==> config.mk <==
export PLATFORM = sky130hd
export DESIGN_NAME = pipeline_run_controller
export DESIGN_NICKNAME = d
export VERILOG_FILES = /design/src/rtl/pipeline_run_controller_pkg.sv /design/src/rtl/pipeline_run_controller_sat_counter.sv /design/src/rtl/pipeline_run_controller.sv
export SDC_FILE = /design/constraint.sdc
export NUM_CORES = 1
export LEC_CHECK = 0
export BUFFER_PORTS_ARGS = -buffer_cell sky130_fd_sc_hd__buf_2
export CAP_MARGIN = 20
export CORE_ASPECT_RATIO = 1.1
export CORE_UTILIZATION = 40
export CTS_CLUSTER_SIZE = 16
export DETAILED_ROUTE_END_ITERATION = 10
export GPL_TIMING_DRIVEN = 0
export PLACE_DENSITY_LB_ADDON = 0.12
export RECOVER_POWER = 25
export SLEW_MARGIN = 20
export SYNTH_ARGS = -nofsm -noshare
export SYNTH_HDL_FRONTEND = slang
export SYNTH_SLANG_ARGS = --single-unit
==> constraint.sdc <==
create_clock -name clk -period 4.8 [get_ports clk]
set_clock_uncertainty 0.15 [all_clocks]
set_input_delay 0.24 -clock clk [delete_from_list [all_inputs] [get_ports clk]]
set_output_delay 0.24 -clock clk [all_outputs]
set_load 0.02 [all_outputs]
==> src/rtl/pipeline_run_controller_pkg.sv <==
// Shared command and state encodings for the pipeline run controller.
// Also holds a helper that says which states let the core pipeline advance.
package pipeline_run_controller_pkg;

  typedef enum logic [1:0] {
    CMD_RESET_CORE = 2'b00,
    CMD_RUN        = 2'b01,
    CMD_STEP       = 2'b10,
    CMD_HALT       = 2'b11
  } cmd_t;

  typedef enum logic [2:0] {
    ST_IDLE   = 3'd0,
    ST_RUN    = 3'd1,
    ST_STEP   = 3'd2,
    ST_DRAIN  = 3'd3,
    ST_HALTED = 3'd4
  } state_t;

  // States in which the core pipeline is allowed to advance.
  function automatic logic is_active(input state_t s);
    return (s == ST_RUN) || (s == ST_STEP) || (s == ST_DRAIN);
  endfunction

endpackage

==> src/rtl/pipeline_run_controller_sat_counter.sv <==
// Saturating up-counter with enable and synchronous clear.
// The clear input takes precedence over an increment in the same cycle.
module pipeline_run_controller_sat_counter #(
  parameter int W = 32
) (
  input  logic         clk,
  input  logic         rst,
  input  logic         en,
  input  logic         clr,
  output logic [W-1:0] count
);

  always_ff @(posedge clk) begin
    if (rst || clr) begin
      count <= '0;
    end else if (en && (count != {W{1'b1}})) begin
      count <= count + W'(1);
    end
  end

endmodule

==> src/rtl/pipeline_run_controller.sv <==
// Run/step/halt sequencer for the 5-stage core: drives the core stall and reset pulse,
// auto-halts on HALT_WORD after draining the pipeline, and counts unstalled cycles.
module pipeline_run_controller
  import pipeline_run_controller_pkg::*;
#(
  parameter int              SIZE         = 32,
  parameter logic [SIZE-1:0] HALT_WORD    = {SIZE{1'b1}},
  parameter int              DRAIN_CYCLES = 4,
  parameter int              COUNT_W      = 32
) (
  input  logic               clk,
  input  logic               rst,
  input  logic               i_cmd_valid,
  input  logic [1:0]         i_cmd,
  output logic               o_cmd_ready,
  input  logic [SIZE-1:0]    i_instruction,
  output logic               o_stall,
  output logic               o_core_rst,
  output logic               o_running,
  output logic               o_halted,
  output logic               o_done,
  output logic [COUNT_W-1:0] o_cycle_count
);

  localparam int DRAIN_W = (DRAIN_CYCLES > 1) ? $clog2(DRAIN_CYCLES) : 1;
  // Counter runs DRAIN_CYCLES-1 down to 0, giving exactly DRAIN_CYCLES drain cycles.
  localparam logic [DRAIN_W-1:0] DRAIN_LOAD = DRAIN_W'(DRAIN_CYCLES - 1);

  state_t             state, state_next;
  logic [DRAIN_W-1:0] drain_cnt, drain_next;
  logic               done_next, core_rst_next, cnt_clr;
  logic               cmd_acc, halt_seen;
  cmd_t               cmd;

  assign cmd       = cmd_t'(i_cmd);
  assign cmd_acc   = i_cmd_valid && o_cmd_ready;
  assign halt_seen = (i_instruction == HALT_WORD);

  always_ff @(posedge clk) begin
    if (rst) begin
      state      <= ST_IDLE;
      drain_cnt  <= '0;
      o_done     <= 1'b0;
      o_core_rst <= 1'b0;
    end else begin
      state      <= state_next;
      drain_cnt  <= drain_next;
      o_done     <= done_next;
      o_core_rst <= core_rst_next;
    end
  end

  always_comb begin
    state_next    = state;
    drain_next    = drain_cnt;
    done_next     = 1'b0;
    core_rst_next = 1'b0;
    cnt_clr       = 1'b0;
    unique case (state)
      ST_IDLE: begin
        if (cmd_acc) begin
          case (cmd)
            CMD_RUN:        state_next = ST_RUN;
            CMD_STEP:       state_next = ST_STEP;
            CMD_RESET_CORE: begin
              core_rst_next = 1'b1;
              cnt_clr       = 1'b1;
            end
            default: ;
          endcase
        end
      end
      ST_RUN: begin
        // A fetched HALT_WORD outranks a host HALT in the same cycle.
        if (halt_seen) begin
          state_next = ST_DRAIN;
          drain_next = DRAIN_LOAD;
        end else if (cmd_acc && (cmd == CMD_HALT)) begin
          state_next = ST_IDLE;
        end
      end
      ST_STEP: begin
        if (halt_seen) begin
          state_next = ST_DRAIN;
          drain_next = DRAIN_LOAD;
        end else begin
          state_next = ST_IDLE;
          done_next  = 1'b1;
        end
      end
      ST_DRAIN: begin
        if (drain_cnt == '0) begin
          state_next = ST_HALTED;
          done_next  = 1'b1;
        end else begin
          drain_next = drain_cnt - DRAIN_W'(1);
        end
      end
      ST_HALTED: begin
        if (cmd_acc && (cmd == CMD_RESET_CORE)) begin
          state_next    = ST_IDLE;
          core_rst_next = 1'b1;
          cnt_clr       = 1'b1;
        end
      end
      default: state_next = ST_IDLE;
    endcase
  end

  assign o_running   = is_active(state);
  assign o_stall     = !is_active(state);
  assign o_halted    = (state == ST_HALTED);
  assign o_cmd_ready = (state == ST_IDLE) || (state == ST_RUN) || (state == ST_HALTED);

  pipeline_run_controller_sat_counter #(
    .W (COUNT_W)
  ) u_cycle_cnt (
    .clk   (clk),
    .rst   (rst),
    .en    (!o_stall),
    .clr   (cnt_clr),
    .count (o_cycle_count)
  );

endmodule

==> results.yml, run 1 <==
layout:
  num-fill-cells: 549
  syn_to_final_growth_pct: 23.8
  antenna_cells: 0
  mostFrequentLayoutCells: "buf_2, dfxtp_1, nor2_1, clkbuf_1, xnor2_1"
  instances_no_fill: 420
  num-nets-final: 386
  drive_gt1_share_pct: 21.6
  final_common_cell: "buf_2"
clocking:
  clk_latency_ns: 0.29
  clk_pin_slew_ns: 0.07
  tritoncts: "built"
  holdBufCountCts: 0
  numCtsBuffers: 5
  h-tree-depth: 2
  cts.sinks: 39
  cts_resized: 0
  cts-root-buf: "clkbuf_8"
  cts.path.max_buffers: 2
  postCtsSetupRepairBufs: 0
worst_setup_path:
  critPathMaxFanout: 10
  cp_slowest_cell: "nor4_2"
  worstSetupPathType: "flop to flop"
  crit_family: "simple AND/OR/NAND/NOR gates"
  cp.required_ns: 4.81
  path_cells: "ha_1 -> nand4_1 -> nor4_2 -> clkbuf_1 -> a21oi_1 -> xnor2_1 -> nor2_1"
  cpPeakStageDelay_ns: 0.65
  critical_path_arrival_ns: 2.69
  worst-path-buf-inv: 1
  endpoint_kind: "flop"
  startpoint_type: "flop"
pwr:
  vdd_drop_max_mv: 0.160
  total_leakage_power_uw: 0.000953
  p_per_area_mw_per_mm2: 247
routing:
  drt_first_pass_iters: 5
  wire_per_inst_microns: 13.5
  routed_wl_microns: 5660
  postRouteAntennaNets: 0
  via_per_inst: 5.43
  drc: 0
  vias: 2282
  initialDrtViolationCount: 91
floorplan:
  initial_utilization_pct: 42.5
  core_area_sq_mm: 0.00513
  die_h_microns: 79.5
  rows: 27
  die_area_sq_mm: 0.00576
  io_pins: 75
  die_w_microns: 72.5
sta:
  timing.final.crit_share_pct: 55.7
  fmax_mhz: 374
  setup_viol: 0
  drv_slew: 0
  period_needed_ns: 2.67
  fin_setup_tns_ns: 0
  tightest_slew_ns: 0.974
  rsz0062_at_grt: "false"
  final_hold_viol_count: 0
  slew_headroom_pct: 34.5
yosys:
  synth_edf_count: 0
  synth_nets: 306
  ys_seq_elements: 39
  synth_top_area_share_pct: 35.7
  yosys-top-cells-area: "dfxtp_1, xnor2_1, nor2_1"
  yosys.area.top_type: "dfxtp_1"
  synthesis.area_sq_mm: 0.00218
  ys_async_sr_fraction_pct: 0
  synth_cell_types: 46
  postSynthAreaPerCell_sq_um: 8.18
  synth_flop_cell: "dfxtp_1"
  yosysWarnings: 0
  synth_seq_area_share_pct: 35.7
  syn_inst: 267
global_route:
  grt_overflow: 0
  antenna_found_initial: 0
  grt_pass1_vias: 2160
  grt_max_degree: 12
  grt_pass1_wl_microns: 9720
  track_usage_pct: 21.1
place:
  dp_hpwl_microns: 4170
  dp.cells: 412
  portBuffers: 73
  gp_congestion: 0.837
flow_run:
  maxCapViolations: 0
outcome:
  status: "finished clean"
min_path:
  min_path_type: "input pin to flop"
==> power breakdown <==
group	internal [uW]	total [uW]	switching, uW
registers	330	339	8.46
clock network	102	214	112
logic	43.2	115	72.1
==> registers in the layout, summed over array words and instances (netlist names) <==
name and count:
u_cycle_cnt.count 32, drain_cnt 2, o_core_rst 1, state 3
o_done 1
==> kinds of logic (layout without fill, tap and decap cells) <==
logic type | count (synthesis) | after routing | synth area share (%)
and+or+nand+nor | 125 | 125 | 30.0
AOI/OAI and AO/OA | 48 | 48 | 17.0
DFF | 39 | 39 | 35.7
xor gates and xnor gates | 24 | 24 | 9.62
buffers and inverters | 24 | 105 | 4.30
muxes | 5 | 5 | 2.29
adders and majority gates | 2 | 2 | 1.15
==> routing by layer <==
layer | wire length [microns] | track usage [%]
met3 | 229 | 4.42
met1 | 2460 | 24.5
met4 | 104 | 8.24
met5 | 0 | 0
met2 | 2860 | 37.5
==> final timing paths <==
| kind | to | start | cells past startpoint | slack, ns |
|---|---|---|---|---|
| max | u_cycle_cnt.count[0]$_SDFFE_PP0P_ | u_cycle_cnt.count[0]$_SDFFE_PP0P_ | 7 | 2.13 |
| min | o_core_rst$_SDFF_PP0_ | i_cmd_valid | 3 | 0.15 |
| max reg2reg | u_cycle_cnt.count[0]$_SDFFE_PP0P_ | u_cycle_cnt.count[0]$_SDFFE_PP0P_ | 7 | 2.13 |
| min reg2reg | drain_cnt[1]$_SDFFE_PP0P_ | drain_cnt[1]$_SDFFE_PP0P_ | 1 | 0.32 |
==> Yosys cell counts (2+ instances only) <==
cell	instances
dfxtp_1	39
nor2_1	37
xnor2_1	23
nand2_1	18
nand4_1	18
a211oi_1	15
nand3_1	15
inv_1	11
clkbuf_1	9
nor4_1	7
a21oi_1	6
nand2b_1	6
mux2i_1	5
nor3_1	5
a31oi_1	4
and4_1	3
or3_1	3
a2111oi_2	2
a31o_2	2
a41o_1	2
and2_1	2
and3_1	2
buf_2	2
ha_1	2
nand3b_1	2
nor4_2	2
o211ai_1	2
o21a_1	2
o21ai_0	2
o31ai_1	2
or4_1	2
==> per-stage QoR <==
step                      setup WS (ns)  total power [uW]  area, sq um  utilization (%)  hold slack [ns]
after floorplan                    2.46               420         2180                -            0.257
after global placement             2.16               460         2640             51.4            0.303
after detailed placement           2.19               461         2650             51.5            0.305
after CTS                          2.16               677         2730             53.1            0.144
after global routing               1.89               707         2700             52.7            0.176
final                              2.13               668         2700             52.7            0.149
==> tightest hold or removal path, stage by stage <==
cell     delay, ns
buf_2         0.12
nand2_1       0.12
nor4_1        0.06
==> cell type report <==
class                      instances  area, sq um  area share (%)
inverter                          11         41.3            1.53
clock inverter                     1         5.00           0.185
multi-input combinational        204         1320            48.6
timing repair buffer              73          343            12.7
clock buffer                       7         76.3            2.82
buffer                            13         52.6            1.94
sequential                        39          781            28.9
tap                               72         90.1            3.33
Note: power is estimated with default switching activity, not from simulation.
==> run 2: changes to the inputs <==
==> constraint.sdc (replaced) <==
create_clock -name clk -period 2.2 [get_ports clk]
set_clock_uncertainty 0.15 [all_clocks]
set_input_delay 0.11 -clock clk [delete_from_list [all_inputs] [get_ports clk]]
set_output_delay 0.11 -clock clk [all_outputs]
set_load 0.02 [all_outputs]
==> run 2 against run 1 <==
Against the previous run:
- sequential share of layout area shrank 2.2 points
- fmax grew 23%
- die area is the same
- total power grew 140%
- sequential power grew 120%
- via count grew 3.6%
- critical path type unchanged
- cell count grew 5.0%
- highest routed layer unchanged
==> results.yml, run 2 (synthesized netlist as in run 1, its figures left out) <==
worst_setup_path:
  r2r_slack_ns: 0.03
  worstSetupPathType: "flop to flop"
  critical_path_arrival_ns: 2.20
  critPathMaxFanout: 6
  worst-path-buf-inv: 1
  crit_family: "simple AND/OR/NAND/NOR gates"
  path_cells: "nand3_1 -> or4_4 -> buf_6 -> or4b_4 -> nand3_1 -> o21ai_1"
  endpoint_kind: "flop"
  r2r-start: "u_cycle_cnt.count[4]$_SDFFE_PP0P_"
  reg2regPathDepth: 6
  cpMostUsedCell: "nand3_1"
  cp.required_ns: 2.23
  cpPeakStageDelay_ns: 0.55
  cp_slowest_cell: "or4_4"
  startpoint_type: "flop"
  r2r_end: "u_cycle_cnt.count[25]$_SDFFE_PP0P_"
layout:
  largest_reg_flops: 32
  num-nets-final: 407
  instances_no_fill: 441
  syn_to_final_growth_pct: 41.3
  antenna_cells: 0
  reg_top3: "u_cycle_cnt.count: 32 flops, state: 3 flops, drain_cnt: 2 flops"
  largest_register: "u_cycle_cnt.count"
  drive_gt1_share_pct: 37.1
  num-fill-cells: 482
  final_common_cell: "buf_2"
  mostFrequentLayoutCells: "buf_2, nor2_1, clkbuf_1, xnor2_1, buf_4"
floorplan:
  initial_utilization_pct: 42.5
  die_w_microns: 72.5
  io_pins: 75
  die_h_microns: 79.5
  core_area_sq_mm: 0.00513
  rows: 27
  die_area_sq_mm: 0.00576
global_route:
  grt_pass1_wl_microns: 9740
  grt_max_degree: 13
  antenna_found_initial: 0
  track_usage_pct: 21.3
  grt_pass1_vias: 2201
  grt_overflow: 0
clocking:
  clk_latency_ns: 0.29
  numCtsBuffers: 5
  cts.path.max_buffers: 2
  cts.sinks: 39
  tritoncts: "built"
  clk_pin_slew_ns: 0.07
  cts-root-buf: "clkbuf_8"
  h-tree-depth: 2
outcome:
  status: "finished clean"
min_path:
  whs_path_depth: 3
  min_path_type: "input pin to flop"
  min_from: "i_cmd_valid"
  worstHoldEndpoint: "o_core_rst$_SDFF_PP0_"
pwr:
  vdd_drop_max_mv: 0.411
  p_per_area_mw_per_mm2: 530
  total_leakage_power_uw: 0.00116
sta:
  final_hold_viol_count: 0
  rsz0062_at_grt: "true"
  timing.final.crit_share_pct: 98.4
  drv_slew: 0
  fmax_mhz: 462
  slew_headroom_pct: 60.9
  period_needed_ns: 2.17
  tightest_slew_ns: 0.586
  setup_viol: 0
  holdWs_ns: 0.0767
place:
  gp_congestion: 0.825
  dp.cells: 412
  dp_hpwl_microns: 4160
  portBuffers: 73
flow_run:
  maxCapViolations: 0
routing:
  drt_first_pass_iters: 4
  vias: 2365
  via_per_inst: 5.36
  initialDrtViolationCount: 68
  postRouteAntennaNets: 0
  drc: 0
  routed_wl_microns: 6120
  wire_per_inst_microns: 13.9
-- run 2: cell count changes in the layout (fill, tap and decap cells not counted), moves of 3 or more --
cell	delta
dfxtp_4	+6
nor4_4	+3
clkbuf_1	-6
nor4_1	-4
buf_4	+20
dfxtp_2	+16
dfxtp_1	-22
-- run 2: worst max-delay path by stage --
stage | depth (start not counted) | start | end
floorplan | 6 | state[2]$_SDFFE_PP0P_ | u_cycle_cnt.count[17]$_SDFFE_PP0P_
global placement | 4 | state[1]$_SDFFE_PP0P_ | u_cycle_cnt.count[5]$_SDFFE_PP0P_
detailed placement | 6 | u_cycle_cnt.count[15]$_SDFFE_PP0P_ | u_cycle_cnt.count[1]$_SDFFE_PP0P_
CTS | 6 | u_cycle_cnt.count[0]$_SDFFE_PP0P_ | u_cycle_cnt.count[18]$_SDFFE_PP0P_
global route | 7 | u_cycle_cnt.count[0]$_SDFFE_PP0P_ | u_cycle_cnt.count[16]$_SDFFE_PP0P_
finish | 6 | u_cycle_cnt.count[4]$_SDFFE_PP0P_ | u_cycle_cnt.count[25]$_SDFFE_PP0P_
-- run 2: worst min-delay path: cells and delay by family --
kind                   cells  cell delay (ns)
buffers and inverters      1             0.12
and+or+nand+nor            2             0.23
-- run 2: timing repair --
item | in CTS | in global routing
hold buffers | 0 | 0
pin swaps | 5 | 6
gates resized for setup | 25 | 19
cloned | 0 | 1
setup buffers | 11 | 9
setup endpoints to repair | 28 | 19
-- run 2: report_power, final --
| part | internal [uW] | switching [uW] |
|---|---|---|
| Sequential | 716 | 22.8 |
| Combinational | 112 | 160 |
| Clock | 367 | 258 |
-- run 2: layout make-up --
class / count / area [sq um] / area share [%]
buffer: 13 / 75.1 / 2.43
clock buffer: 6 / 82.6 / 2.68
clock inverter: 2 / 35.0 / 1.13
inverter: 11 / 41.3 / 1.34
multi-input combinational: 204 / 1440 / 46.7
sequential: 39 / 823 / 26.7
tap: 72 / 90.1 / 2.92
timing repair buffer: 94 / 499 / 16.2
-- run 2: per-layer routing --
| metal | GRT usage (%) | up-vias | wire [microns] |
|---|---|---|---|
| met5 | 0 | - | 0 |
| met4 | 8.82 | 0 | 130 |
| met3 | 4.92 | 16 | 162 |
| met2 | 39.2 | 45 | 3180 |
| met1 | 23.1 | 1119 | 2640 |
| li1 | - | 1185 | - |
-- run 2: metrics by stage --
step | util [%] | instance area, sq um | TNS, ns | worst slack, ns | total power (uW)
2_1_floorplan | - | 2210 | -0.0000107 | -0.0000107 | 917
3_3_place_gp | 51.9 | 2670 | -8.06 | -0.400 | 1000
3_5_place_dp | 52.0 | 2670 | -2.89 | -0.223 | 1010
4_1_cts | 57.7 | 2960 | 0 | 0.00534 | 1630
5_1_grt | 60.1 | 3090 | -0.154 | -0.0785 | 1700
6_report | 60.1 | 3090 | 0 | 0.0343 | 1640
==> run 3: changes to the inputs <==
--- a/config.mk
+++ b/config.mk
@@ -5,10 +5,13 @@
 export SDC_FILE = /design/constraint.sdc
 export NUM_CORES = 1
 export LEC_CHECK = 0
+export ABC_AREA = 1
 export BUFFER_PORTS_ARGS = -buffer_cell sky130_fd_sc_hd__buf_2
 export CAP_MARGIN = 20
+export CELL_PAD_IN_SITES_DETAIL_PLACEMENT = 0
+export CELL_PAD_IN_SITES_GLOBAL_PLACEMENT = 1
 export CORE_ASPECT_RATIO = 1.1
-export CORE_UTILIZATION = 40
+export CORE_UTILIZATION = 32
 export CTS_CLUSTER_SIZE = 16
 export DETAILED_ROUTE_END_ITERATION = 10
 export GPL_TIMING_DRIVEN = 0
==> run 3 against run 2 <==
Against the previous run:
- cell count increased by 40%
- total power grew 60%
- utilization fell by 19 points
- sequential share of layout area down 2.8 points
- fmax grew 5.5%
- via count rose by 19%
- wire length rose by 22%
- largest cell class unchanged
- largest power group is now combinational logic
==> results.yml, run 3 <==
layout:
  largest_register: "u_cycle_cnt.count"
  largest_reg_flops: 32
  syn_to_final_growth_pct: 23.7
  final_common_cell: "nand2_1"
  antenna_cells: 0
  drive_gt1_share_pct: 20.8
  mostFrequentLayoutCells: "nand2_1, nor2_1, buf_2, dfxtp_1, inv_1"
  reg_top3: "u_cycle_cnt.count: 32 flops, state: 3 flops, drain_cnt: 2 flops"
  num-fill-cells: 913
  design_area_sq_mm: 0.00328
  num-nets-final: 547
yosys:
  synthesis.area_sq_mm: 0.00265
  synth_seq_area_share_pct: 29.5
  yosysWarnings: 0
  yosys-top-cells-count: "nand2_1, nor2_1, dfxtp_1"
  synth_top_area_share_pct: 29.5
  synth_compound_area_share_pct: 9.97
  ys_seq_elements: 39
  synth.most_common_cell: "nand2_1"
  synth_fa_ha_area_share_pct: 0.945
  synth_cell_types: 26
  synth_nets: 465
  synth_top_family_by_area: "simple AND/OR/NAND/NOR gates"
  synth_edf_count: 0
  yosys-mux-area-fraction_pct: 0
  postSynthAreaPerCell_sq_um: 6.22
  synth_xor_area_share_pct: 4.63
  syn_inst: 426
  yosys.area.top_type: "dfxtp_1"
  synth_simple_gate_area_share_pct: 47.1
  ys_async_sr_fraction_pct: 0
  yosys-top-cells-area: "dfxtp_1, nand2_1, nor2_1"
  synth_flop_cell: "dfxtp_1"
worst_setup_path:
  critical_path_arrival_ns: 2.05
  reg2regPathDepth: 11
  startpoint_type: "flop"
  worstSetupPathType: "flop to flop"
  critPathMaxFanout: 10
  cp.required_ns: 2.20
  endpoint_kind: "flop"
routing:
  via_per_inst: 4.54
  vias: 2803
  postRouteAntennaNets: 0
  initialDrtViolationCount: 98
  wire_per_inst_microns: 12.1
  routed_wl_microns: 7460
  drt_first_pass_iters: 4
  drc: 0
global_route:
  grt_pass1_vias: 2653
  grt_max_degree: 13
  antenna_found_initial: 0
  track_usage_pct: 18.3
  grt_overflow: 0
  grt_pass1_wl_microns: 12400
sta:
  period_needed_ns: 2.05
  rsz0062_at_grt: "false"
  fin_setup_tns_ns: 0
  drv_slew: 0
  final_hold_viol_count: 0
  fmax_mhz: 487
  tightest_slew_ns: 0.714
  slew_headroom_pct: 52.4
  timing.final.crit_share_pct: 93.3
  setup_viol: 0
  setup_ws_ns: 0.148
place:
  gp_congestion: 0.840
  portBuffers: 74
  placed_area_sq_mm: 0.00315
  pre_cts_slack_ns: 0.0600
  dp_hpwl_microns: 5940
clocking:
  postCtsSetupRepairBufs: 0
  clk_pin_slew_ns: 0.08
  h-tree-depth: 2
  tritoncts: "built"
  numCtsBuffers: 5
  cts.sinks: 39
  cts-root-buf: "clkbuf_8"
  clk_latency_ns: 0.29
  cts.path.max_buffers: 2
pwr:
  vdd_drop_max_mv: 0.461
  p_per_area_mw_per_mm2: 800
  total_leakage_power_uw: 0.00138
floorplan:
  die_w_microns: 88.7
  initial_utilization_pct: 33.3
  die_area_sq_mm: 0.00865
  rows: 34
  die_h_microns: 97.4
  core_area_sq_mm: 0.00796
  io_pins: 75
flow_run:
  maxCapViolations: 0
outcome:
  status: "finished clean"
min_path:
  min_path_type: "input pin to flop"
  whs_path_depth: 3
[run 3: cell count changes after synthesis, moves of 15 or more]
cell / delta
inv_1: +20
a211oi_1: -15
nand2_1: +142
a21oi_2: +17
nor2_1: +41
xnor2_1: -19
[run 3: path summary, 6_finish.rpt]
path                                     start                                end  slack [ns]
min reg2reg  u_cycle_cnt.count[1]$_SDFFE_PP0P_  u_cycle_cnt.count[1]$_SDFFE_PP0P_        0.37
max          u_cycle_cnt.count[0]$_SDFFE_PP0P_  u_cycle_cnt.count[9]$_SDFFE_PP0P_        0.15
min                                i_cmd_valid              o_core_rst$_SDFF_PP0_       0.006
max reg2reg  u_cycle_cnt.count[0]$_SDFFE_PP0P_  u_cycle_cnt.count[9]$_SDFFE_PP0P_        0.15
[run 3: cell families (layout without fill, tap and decap cells)]
kind of cell | count (synthesis) | in the layout
AOI/OAI and AO/OA | 40 | 40
xor gates and xnor gates | 14 | 14
buffers and inverters | 42 | 125
and+or+nand+nor | 289 | 289
adders and majority gates | 2 | 2
DFF | 39 | 39
[run 3: timing repair]
item                                    in CTS  in global routing
hold buffers                                 1                  0
endpoints found under the setup margin       0                 14
hold endpoints to repair                     3                  0
resized for setup                            0                  4
[run 3: per-layer routing]
| metal | vias to the layer above | track usage [%] | share of wire, % |
|---|---|---|---|
| li1 | 1495 | - | - |
| met1 | 1233 | 23.0 | 47 |
| met2 | 64 | 31.9 | 48 |
| met3 | 11 | 2.63 | 3.2 |
| met4 | 0 | 4.96 | 1.8 |
| met5 | - | 0 | 0 |
[run 3: layout make-up]
class                      count  area [sq um]  area share [%]
multi-input combinational    345          1660            50.6
sequential                    39           781            23.8
timing repair buffer          75           357            10.9
tap                          108           135            4.13
inverter                      33           124            3.78
buffer                         9          87.6            2.67
clock buffer                   6          72.6            2.22
clock inverter                 2          60.1            1.83
[run 3: where the power goes]
| group | switching, uW | total (uW) | internal, uW |
|---|---|---|---|
| combinational | 700 | 1080 | 383 |
| clock | 276 | 730 | 454 |
| sequential | 49.3 | 808 | 759 |
[run 3: worst max-delay path, cell delays in order (launching register included)]
cell and delay (ns):
dfxtp_1 0.39, ha_1 0.21, nand3_2 0.16, inv_2 0.13
nand2_4 0.09, nor2_8 0.17, nand2_4 0.07, nand2_4 0.07
inv_2 0.05, clkbuf_2 0.22, nand2_1 0.13, a21oi_2 0.05
[run 3: per-stage QoR]
step | total power [uW] | hold slack (ns) | std cells | utilization, %
floorplan | 1600 | 0.0291 | 426 | -
global placement | 1920 | 0.166 | 608 | 39.7
detailed placement | 1920 | 0.169 | 608 | 39.7
CTS | 2650 | 0.00516 | 617 | 41.4
global route | 2800 | 0.0184 | 617 | 41.2
finish | 2620 | 0.00629 | 617 | 41.2
